**config.mk**
```make
export PLATFORM = sky130hd
export DESIGN_NAME = fwd_hazard_ctrl
export DESIGN_NICKNAME = d
export VERILOG_FILES = /design/src/rtl/fwd_hazard_ctrl_pkg.sv /design/src/rtl/fwd_hazard_ctrl_fwd_select_logic.sv /design/src/rtl/fwd_hazard_ctrl.sv
export SDC_FILE = /design/constraint.sdc
export NUM_CORES = 1
export LEC_CHECK = 0
export ABC_AREA = 1
export BUFFER_PORTS_ARGS = -buffer_cell sky130_fd_sc_hd__buf_2
export CAP_MARGIN = 20
export CORE_MARGIN = 10
export CORE_UTILIZATION = 35
export DETAILED_ROUTE_END_ITERATION = 7
export PLACE_DENSITY = 0.54
export SLEW_MARGIN = 5
export SYNTH_ARGS = -nofsm -noshare
export SYNTH_HDL_FRONTEND = slang
export SYNTH_HIERARCHICAL = 1
export SYNTH_SLANG_ARGS = --single-unit
```
**constraint.sdc**
```tcl
create_clock -name clk -period 2.15 [get_ports clk]
set_clock_uncertainty 0.1 [all_clocks]
set_input_delay 0.43 -clock clk [delete_from_list [all_inputs] [get_ports clk]]
set_output_delay 0.43 -clock clk [all_outputs]
set_load 0.005 [all_outputs]
```
**src/rtl/fwd_hazard_ctrl_pkg.sv**
```systemverilog
// Shared encodings for the EX operand forward path and the hazard FSM.
package fwd_hazard_ctrl_pkg;

  // Bit positions inside the one-hot forward select.
  localparam int FORWARD_NONE             = 0;
  localparam int FORWARD_COLLISION_IN_MEM = 1;
  localparam int FORWARD_COLLISION_IN_WB  = 2;

  // One-hot select values driven into the EX forward muxes.
  localparam logic [2:0] FWD_SEL_NONE = 3'b001;
  localparam logic [2:0] FWD_SEL_MEM  = 3'b010;
  localparam logic [2:0] FWD_SEL_WB   = 3'b100;

  // Hazard FSM state encoding.
  localparam logic [1:0] ST_RUN        = 2'd0;
  localparam logic [1:0] ST_LOAD_STALL = 2'd1;
  localparam logic [1:0] ST_MEM_HOLD   = 2'd2;

endpackage

```
**src/rtl/fwd_hazard_ctrl_fwd_select_logic.sv**
```systemverilog
// Match-and-priority for one EX source operand. MEM beats WB because it
// holds the younger producer; the result is always strictly one-hot.
module fwd_select_logic
  import fwd_hazard_ctrl_pkg::*;
#(
  parameter int AW = 5
) (
  input  logic          ex_valid,
  input  logic          use_rs,
  input  logic [AW-1:0] rs,
  input  logic          mem_valid,
  input  logic          mem_regwrite,
  input  logic [AW-1:0] mem_rd,
  input  logic          wb_valid,
  input  logic          wb_regwrite,
  input  logic [AW-1:0] wb_rd,
  output logic [2:0]    sel
);

  // x0 never forwards; MEM checked first so WB can never co-assert.
  always_comb begin
    sel = FWD_SEL_NONE;
    if (ex_valid && use_rs && (rs != '0)) begin
      if (mem_valid && mem_regwrite && (mem_rd == rs))   sel = FWD_SEL_MEM;
      else if (wb_valid && wb_regwrite && (wb_rd == rs)) sel = FWD_SEL_WB;
    end
  end

endmodule

```
**src/rtl/fwd_hazard_ctrl.sv**
```systemverilog
// EX operand forward selects plus load-use / freeze / flush sequencing.
// Optional build macro FWD_HAZARD_PERF_CNT_EN adds saturating perf counters.
module fwd_hazard_ctrl
  import fwd_hazard_ctrl_pkg::*;
#(
  parameter int REG_ADDR_WIDTH = 5
) (
  input  logic                      clk,
  input  logic                      rst_n,
  input  logic                      valid_ID,
  input  logic [REG_ADDR_WIDTH-1:0] rs1_ID,
  input  logic [REG_ADDR_WIDTH-1:0] rs2_ID,
  input  logic                      use_rs1_ID,
  input  logic                      use_rs2_ID,
  input  logic [REG_ADDR_WIDTH-1:0] rd_ID,
  input  logic                      regwrite_ID,
  input  logic                      memread_ID,
  input  logic                      flush_EX,
  input  logic                      mem_busy,
  output logic                      stall_IF_ID,
  output logic                      bubble_ID_EX,
  output logic                      freeze_all,
  output logic [2:0]                forward_detect_EX_rs1,
  output logic [2:0]                forward_detect_EX_rs2
`ifdef FWD_HAZARD_PERF_CNT_EN
  ,
  output logic [31:0]               perf_loaduse_cnt,
  output logic [31:0]               perf_freeze_cnt,
  output logic [31:0]               perf_flush_cnt
`endif
);

  localparam int AW = REG_ADDR_WIDTH;

  // vld_pipe[0]=EX, [1]=MEM, [2]=WB
  logic [2:0]          vld_pipe;
  logic [1:0][AW-1:0]  ex_rs;
  logic [1:0]          ex_use;
  logic [AW-1:0]       ex_rd, mem_rd, wb_rd;
  logic                ex_rw, ex_mr, mem_rw, mem_mr, wb_rw;
  logic [1:0]          state, state_nxt;
  logic [1:0][2:0]     fwd_sel;
  logic                hazard, flush_act, lu;

  // State and the MEM-stage load flag are kept for debug observability only.
  logic [2:0]          unused_dbg;
  assign unused_dbg = {state, mem_mr};

  // Load in EX whose rd is read by the real instruction waiting in ID.
  assign hazard = vld_pipe[0] && ex_mr && (ex_rd != '0) && valid_ID &&
                  ((use_rs1_ID && (rs1_ID == ex_rd)) ||
                   (use_rs2_ID && (rs2_ID == ex_rd)));

  // Priority: freeze > flush > load-use.
  assign flush_act = !mem_busy && flush_EX;
  assign lu        = !mem_busy && !flush_EX && hazard;

  // Outputs drop to reset values the moment rst_n falls.
  assign stall_IF_ID  = rst_n && lu;
  assign bubble_ID_EX = rst_n && (flush_act || lu);
  assign freeze_all   = rst_n && mem_busy;

  // Next state: MEM_HOLD while busy; one LOAD_STALL cycle after each stall.
  always_comb begin
    state_nxt = ST_RUN;
    if (mem_busy) state_nxt = ST_MEM_HOLD;
    else if (lu)  state_nxt = ST_LOAD_STALL;
  end

  // FSM state register.
  always_ff @(posedge clk or negedge rst_n) begin
    if (!rst_n) state <= ST_RUN;
    else        state <= state_nxt;
  end

  // Shadow pipeline: advance unless frozen; bubble clears the EX valid.
  always_ff @(posedge clk or negedge rst_n) begin
    if (!rst_n) begin
      vld_pipe <= '0;
      ex_rs    <= '0;
      ex_use   <= '0;
      ex_rd    <= '0;
      ex_rw    <= 1'b0;
      ex_mr    <= 1'b0;
      mem_rd   <= '0;
      mem_rw   <= 1'b0;
      mem_mr   <= 1'b0;
      wb_rd    <= '0;
      wb_rw    <= 1'b0;
    end else if (!mem_busy) begin
      vld_pipe <= {vld_pipe[1:0], valid_ID && !(flush_EX || hazard)};
      ex_rs    <= {rs2_ID, rs1_ID};
      ex_use   <= {use_rs2_ID, use_rs1_ID};
      ex_rd    <= rd_ID;
      ex_rw    <= regwrite_ID;
      ex_mr    <= memread_ID;
      mem_rd   <= ex_rd;
      mem_rw   <= ex_rw;
      mem_mr   <= ex_mr;
      wb_rd    <= mem_rd;
      wb_rw    <= mem_rw;
    end
  end

  // One select unit per source operand.
  for (genvar g = 0; g < 2; g++) begin : g_fwd
    fwd_select_logic #(.AW(AW)) u_sel (
      .ex_valid     (vld_pipe[0]),
      .use_rs       (ex_use[g]),
      .rs           (ex_rs[g]),
      .mem_valid    (vld_pipe[1]),
      .mem_regwrite (mem_rw),
      .mem_rd       (mem_rd),
      .wb_valid     (vld_pipe[2]),
      .wb_regwrite  (wb_rw),
      .wb_rd        (wb_rd),
      .sel          (fwd_sel[g])
    );
  end

  assign forward_detect_EX_rs1 = fwd_sel[0];
  assign forward_detect_EX_rs2 = fwd_sel[1];

`ifdef FWD_HAZARD_PERF_CNT_EN
  // Saturating event counters.
  always_ff @(posedge clk or negedge rst_n) begin
    if (!rst_n) begin
      perf_loaduse_cnt <= '0;
      perf_freeze_cnt  <= '0;
      perf_flush_cnt   <= '0;
    end else begin
      if (lu && (perf_loaduse_cnt != '1))       perf_loaduse_cnt <= perf_loaduse_cnt + 32'd1;
      if (mem_busy && (perf_freeze_cnt != '1))  perf_freeze_cnt  <= perf_freeze_cnt + 32'd1;
      if (flush_act && (perf_flush_cnt != '1))  perf_flush_cnt   <= perf_flush_cnt + 32'd1;
    end
  end
`endif

endmodule
```
==> results.cfg, run 1 <==
[outcome]
outcome = complete, no violations

[power]
peakVddDrop_uv = 438
powerDensity_nw_per_um2 = 663
totalPowerFinal_mw = 1.56
leakagePower_nw = 1.37

[setup_path]
cp.required_ps = 1620
worst_setup_path_end_kind = output port
path_class = flop to output port
cp_cell_sequence = inv_2 > nand2_1 > nand2_1 > nor2_1 > nand3_1 > nand2_2 > nand2_2 > a21oi_2 > buf_2
slowest_stage = dfrtp_1
crit_path_start_kind = flop
slowest_delay_ps = 410
crit_arrival_ps = 1450
r2r-end = vld_pipe[0]$_DFFE_PN0N_
r2r_cells = 8
rrSetupSlack_ps = 850
reg2reg_from = ex_rd[1]$_DFFE_PN0N_
path_max_fanout = 4

[synth]
yosys_warnings = 6
avgSynthCellArea_um2 = 6.43
ys_types = 16
synthesis.area_um2 = 2010
syn_nets = 337
synth.largest_area_cell = dfrtp_1
synth.top_cell.area_share_pct = 42.3
syn_inst = 313
ys_top_cells_by_area = dfrtp_1, nand2_1, inv_1, o21ai_0, nor2_1
synth-seq-cells = 34
ys_seq_area_share_pct = 42.3

[global_routing]
grt_overflow = 0
grt_start_max_net_pins = 45
grt_pass1_vias = 1871
grt_antenna_before_repair = 0
grt_pass1_wl_um = 8830
grt_usage_pct = 12.0

[placed_design]
placed_area_um2 = 2250
portBuffers = 32
hpwl_um = 3820
globalplace.congestion = 0.836

[sta]
clock.fmax_mhz = 504
worst_pin_slew_ps = 436
final-max-slew-violation-count = 0
min_period_ps = 1980
setup_viol = 0
maxSlewHeadroom_pct = 70.9
min_period_over_period_pct = 92.3
hold_viol = 0

[clocking]
cts-buffers-inserted = 5
clock_sinks = 34
cts_tree = built
cts_max_path_buffers = 2
cts_root_buf = clkbuf_8
h-tree-depth = 2
clkLatencyLatePin_ps = 280
ctsHoldBuffers = 0
cts.clk_slew.worst_paths_ps = 70

[route]
drtIter0Drc = 76
vias_per_cell = 4.38
dr.pass1.iters = 4
wire_per_inst_um = 11.7
drc_errors = 0
vias = 1847
antenna_left = 0
wirelength_um = 4950

[floorplanning]
rows = 27
initial_utilization_pct = 36.3
io_pins = 33
die_h_um = 95.8
die_area_um2 = 9180
core-area_um2 = 5540
dieWidth_um = 95.8

[final_layout]
regArea_um2 = 851
design_area_um2 = 2350
fin_nets = 373
antenna_cells = 0
multi_input_area_um2 = 931
areaGrowthSynthToFinish_pct = 16.9
nFillCells = 600
drive_gt1_share_pct = 20.3

[hold_path]
hold_path_class = input port to asynchronous set/reset pin

[job]
maxCapViolCount = 0
-- layout by cell type (no fill, tap or decap) --
cell type / Yosys / routed
buf_4: 0 / 4
nand2_2: 2 / 3
nor2_1: 26 / 26
a21oi_2: 1 / 1
nand4_1: 4 / 4
o21ai_0: 23 / 23
buf_2: 6 / 32
clkbuf_1: 1 / 1
o21ai_1: 6 / 6
clkinv_2: 0 / 1
nand3_2: 2 / 2
nor3_2: 1 / 1
dfrtp_1: 34 / 34
clkbuf_8: 0 / 6
inv_2: 13 / 13
nor2_2: 8 / 8
nand2_1: 137 / 136
inv_1: 40 / 40
nand3_1: 9 / 9
-- registers in the layout, indices dropped and copies added (netlist names) --
register and count:
mem_rd 5, ex_use 2, vld_pipe 3, ex_mr 1, ex_rw 1, ex_rs 10, wb_rd 5, wb_rw 1
mem_rw 1, ex_rd 5
-- metal layers --
metal  vias to the layer above  global-route usage, %  part of all wire, %
met4                         0                   4.18                  1.4
met3                         6                   4.59                  7.8
met1                       786                   15.4                   48
met2                        44                   18.2                   43
li1                       1011                      -                    -
met5                         -                      0                    0
-- cells in the mapped netlist, drive strengths merged --
| cell | n |
|---|---|
| dfrtp | 34 |
| clkbuf | 1 |
| a21oi | 1 |
| buf | 6 |
| nor2 | 34 |
| nand2 | 139 |
| inv | 53 |
| nor3 | 1 |
| nand4 | 4 |
| nand3 | 11 |
| o21ai | 29 |
-- kinds of logic (layout without fill, tap and decap cells) --
| kind of cell | Yosys count | count (layout) | share of synthesized area, % |
|---|---|---|---|
| compound gates | 30 | 30 | 7.65 |
| buf+inv | 60 | 97 | 11.6 |
| flops | 34 | 34 | 42.3 |
| simple gates | 189 | 189 | 38.5 |
-- area by class of cell --
class	count	area share, %
Multi-Input combinational cell	219	39.6
Tap cell	72	3.83
Clock buffer	7	3.67
Sequential cell	34	36.2
Inverter	53	8.46
Clock inverter	1	0.213
Timing Repair Buffer	36	8.09
-- where the power goes --
part	internal [mW]	total (mW)	leakage [nW]	switching [mW]
sequential	0.704	0.785	0.421	0.0810
clock	0.258	0.480	0.0482	0.222
combinational	0.113	0.294	0.901	0.181
total	1.08	1.56	1.37	0.484
-- stage by stage --
stage | setup TNS [ps] | hold WS [ps] | util (%) | setup slack [ps] | std cells
after floorplan | 0 | 34.4 | - | 658 | 313
after global placement | 0 | 368 | 40.6 | 316 | 413
after detailed placement | 0 | 365 | 40.6 | 327 | 413
after CTS | 0 | 113 | 42.3 | 117 | 421
after global routing | -7.61 | 141 | 42.5 | -7.61 | 422
final | 0 | 101 | 42.5 | 166 | 422
-- what timing repair did --
item                       CTS  global route
setup endpoints to repair    0             1
setup buffers                0             1
resized for setup            0             1
-- critical path: cells and delay by family, from the launching register on --
family,cells,cell delay [ps]
compound gates,1,110
flops,1,410
buf+inv,2,200
simple gates,6,470
-- how the worst max path moves through the flow --
| stage | from | to | slack (ps) | depth (start not counted) |
|---|---|---|---|---|
| after floorplan | rs2_ID[3] | bubble_ID_EX | 660 | 8 |
| after global placement | rs2_ID[3] | bubble_ID_EX | 320 | 10 |
| after detailed placement | rs1_ID[4] | stall_IF_ID | 330 | 10 |
| after CTS | ex_rd[1]$_DFFE_PN0N_ | bubble_ID_EX | 120 | 9 |
| after global routing | ex_rd[2]$_DFFE_PN0N_ | stall_IF_ID | -8 | 9 |
| final | ex_rd[1]$_DFFE_PN0N_ | bubble_ID_EX | 170 | 9 |
Note: power is estimated with default switching activity, not from simulation.
==> run 2: changes to the inputs <==
--- a/config.mk
+++ b/config.mk
@@ -8,6 +8,7 @@
 export ABC_AREA = 1
 export BUFFER_PORTS_ARGS = -buffer_cell sky130_fd_sc_hd__buf_2
 export CAP_MARGIN = 20
+export CORE_ASPECT_RATIO = 0.6
 export CORE_MARGIN = 10
 export CORE_UTILIZATION = 35
 export DETAILED_ROUTE_END_ITERATION = 7
==> run 2 against run 1 <==
Against the previous run: setup slack lost 51 ps; hold slack gained 130 ps; count of clock-buffer cells in the layout shrank 2; routed wire length grew 10%; die area grew 1.1%; final cell count grew 2.1%.
==> results.cfg, run 2 (synthesis gave the netlist of run 1 again) <==
[setup_path]
worst_setup_path_end_kind = output port
rrSetupSlack_ps = 850
crit_path_start_kind = flop
path_class = flop to output port
path_max_fanout = 5
crit_arrival_ps = 1510
cp.required_ps = 1620

[final_layout]
layout_commonest_cell = nand2_1
design_area_um2 = 2420
drive_gt1_share_pct = 20.8
mostFrequentLayoutCells = nand2_1, inv_1, dfrtp_1, buf_2, nor2_1
fin_nets = 374
areaGrowthSynthToFinish_pct = 20.5
top_register = ex_rs
antenna_cells = 0
largest_register_ff_count = 10

[floorplanning]
die_area_um2 = 9280
core-area_um2 = 5570
die_h_um = 78.7
rows = 21
dieWidth_um = 118
initial_utilization_pct = 36.1
io_pins = 33

[job]
maxCapViolCount = 0

[sta]
fin_worst_hold_slack_ps = 227
clock.fmax_mhz = 491
min_period_ps = 2040
worst_pin_slew_ps = 314
hold_viol = 0
min_period_over_period_pct = 94.7
setup_viol = 0
final-max-slew-violation-count = 0
maxSlewHeadroom_pct = 79.1

[power]
peakVddDrop_uv = 256
powerDensity_nw_per_um2 = 751
leakagePower_nw = 1.40

[route]
wire_per_inst_um = 12.7
dr.pass1.iters = 4
vias_per_cell = 4.41
wirelength_um = 5460
vias = 1899
antenna_left = 0
drtIter0Drc = 101
drc_errors = 0

[global_routing]
grt_pass1_vias = 1911
grt_overflow = 0
grt_start_max_net_pins = 37
grt_usage_pct = 12.3
grt_pass1_wl_um = 9260
grt_antenna_before_repair = 0

[clocking]
h-tree-depth = 2
clkLatencyLatePin_ps = 290
cts_max_path_buffers = 2
cts_root_buf = clkbuf_8
cts_tree = built
cts.clk_slew.worst_paths_ps = 80
cts-buffers-inserted = 5
clock_sinks = 34

[placed_design]
globalplace.congestion = 0.850
placed_area_um2 = 2270
portBuffers = 32
hpwl_um = 4210

[outcome]
outcome = complete, no violations

[hold_path]
hold_path_class = input port to flop
## run 2: changes by cell type in the layout (fill, tap and decap cells not counted), sizes merged
cell,before,now
dlygate4sd3,0,1
clkbuf,7,6
buf,36,35
bufinv,0,2
## run 2: where the power goes
group / internal [mW] / total, mW / switching, mW
combinational: 0.114 / 0.303 / 0.189
clock: 0.465 / 0.727 / 0.263
sequential: 0.703 / 0.790 / 0.0865
## run 2: cell type report
cell class | count | area [um^2]
clock inverter | 3 | 68.8
multi-input combinational | 219 | 933
sequential | 34 | 851
tap | 80 | 100
clock buffer | 5 | 68.8
inverter | 53 | 199
fill | 601 | 3150
timing repair buffer | 37 | 203
## run 2: through the flow
| stage | worst slack, ps | util (%) | total power, mW | instances | setup TNS (ps) |
|---|---|---|---|---|---|
| floorplan | 658 | - | 0.987 | 313 | 0 |
| global placement | 361 | 40.7 | 1.10 | 422 | 0 |
| detailed placement | 325 | 40.7 | 1.10 | 422 | 0 |
| CTS | 47.7 | 43.4 | 1.82 | 431 | 0 |
| global route | -7.54 | 43.5 | 1.92 | 431 | -7.54 |
| finish | 115 | 43.5 | 1.82 | 431 | 0 |
## run 2: repair_timing
action | 4_1_cts | 5_1_grt
gates resized for setup | 0 | 3
setup endpoints to repair | 0 | 2
buffers inserted | 0 | 0
hold endpoints to repair | 2 | 0
hold buffers | 1 | 0
## run 2: final timing paths
path,startpoint,endpoint,depth (start not counted)
hold / removal,memread_ID,ex_mr$_DFFE_PN0N_,3
min in group asynchronous,rst_n,ex_use[0]$_DFFE_PN0N_,2
max in group asynchronous,rst_n,ex_mr$_DFFE_PN0N_,3
hold reg to reg,ex_use[1]$_DFFE_PN0N_,ex_use[1]$_DFFE_PN0N_,2
setup / recovery,ex_rd[4]$_DFFE_PN0N_,bubble_ID_EX,9
setup reg to reg,ex_rd[4]$_DFFE_PN0N_,vld_pipe[0]$_DFFE_PN0N_,9
## run 2: critical path: stages (launching register included)
cell     delay [ps]
dfrtp_1         380
inv_2            80
nand2_1          70
nand2_1          70
nor2_2          140
nand3_1          90
nand2_1          70
nand2_2          70
a21oi_2         120
buf_2           120
## run 2: metal layers
metal  wire length [um]  global-route usage, %
met3                318                   3.53
met2               2190                   18.6
met1               2920                   16.5
met4                 30                   4.05
met5                  0                      0
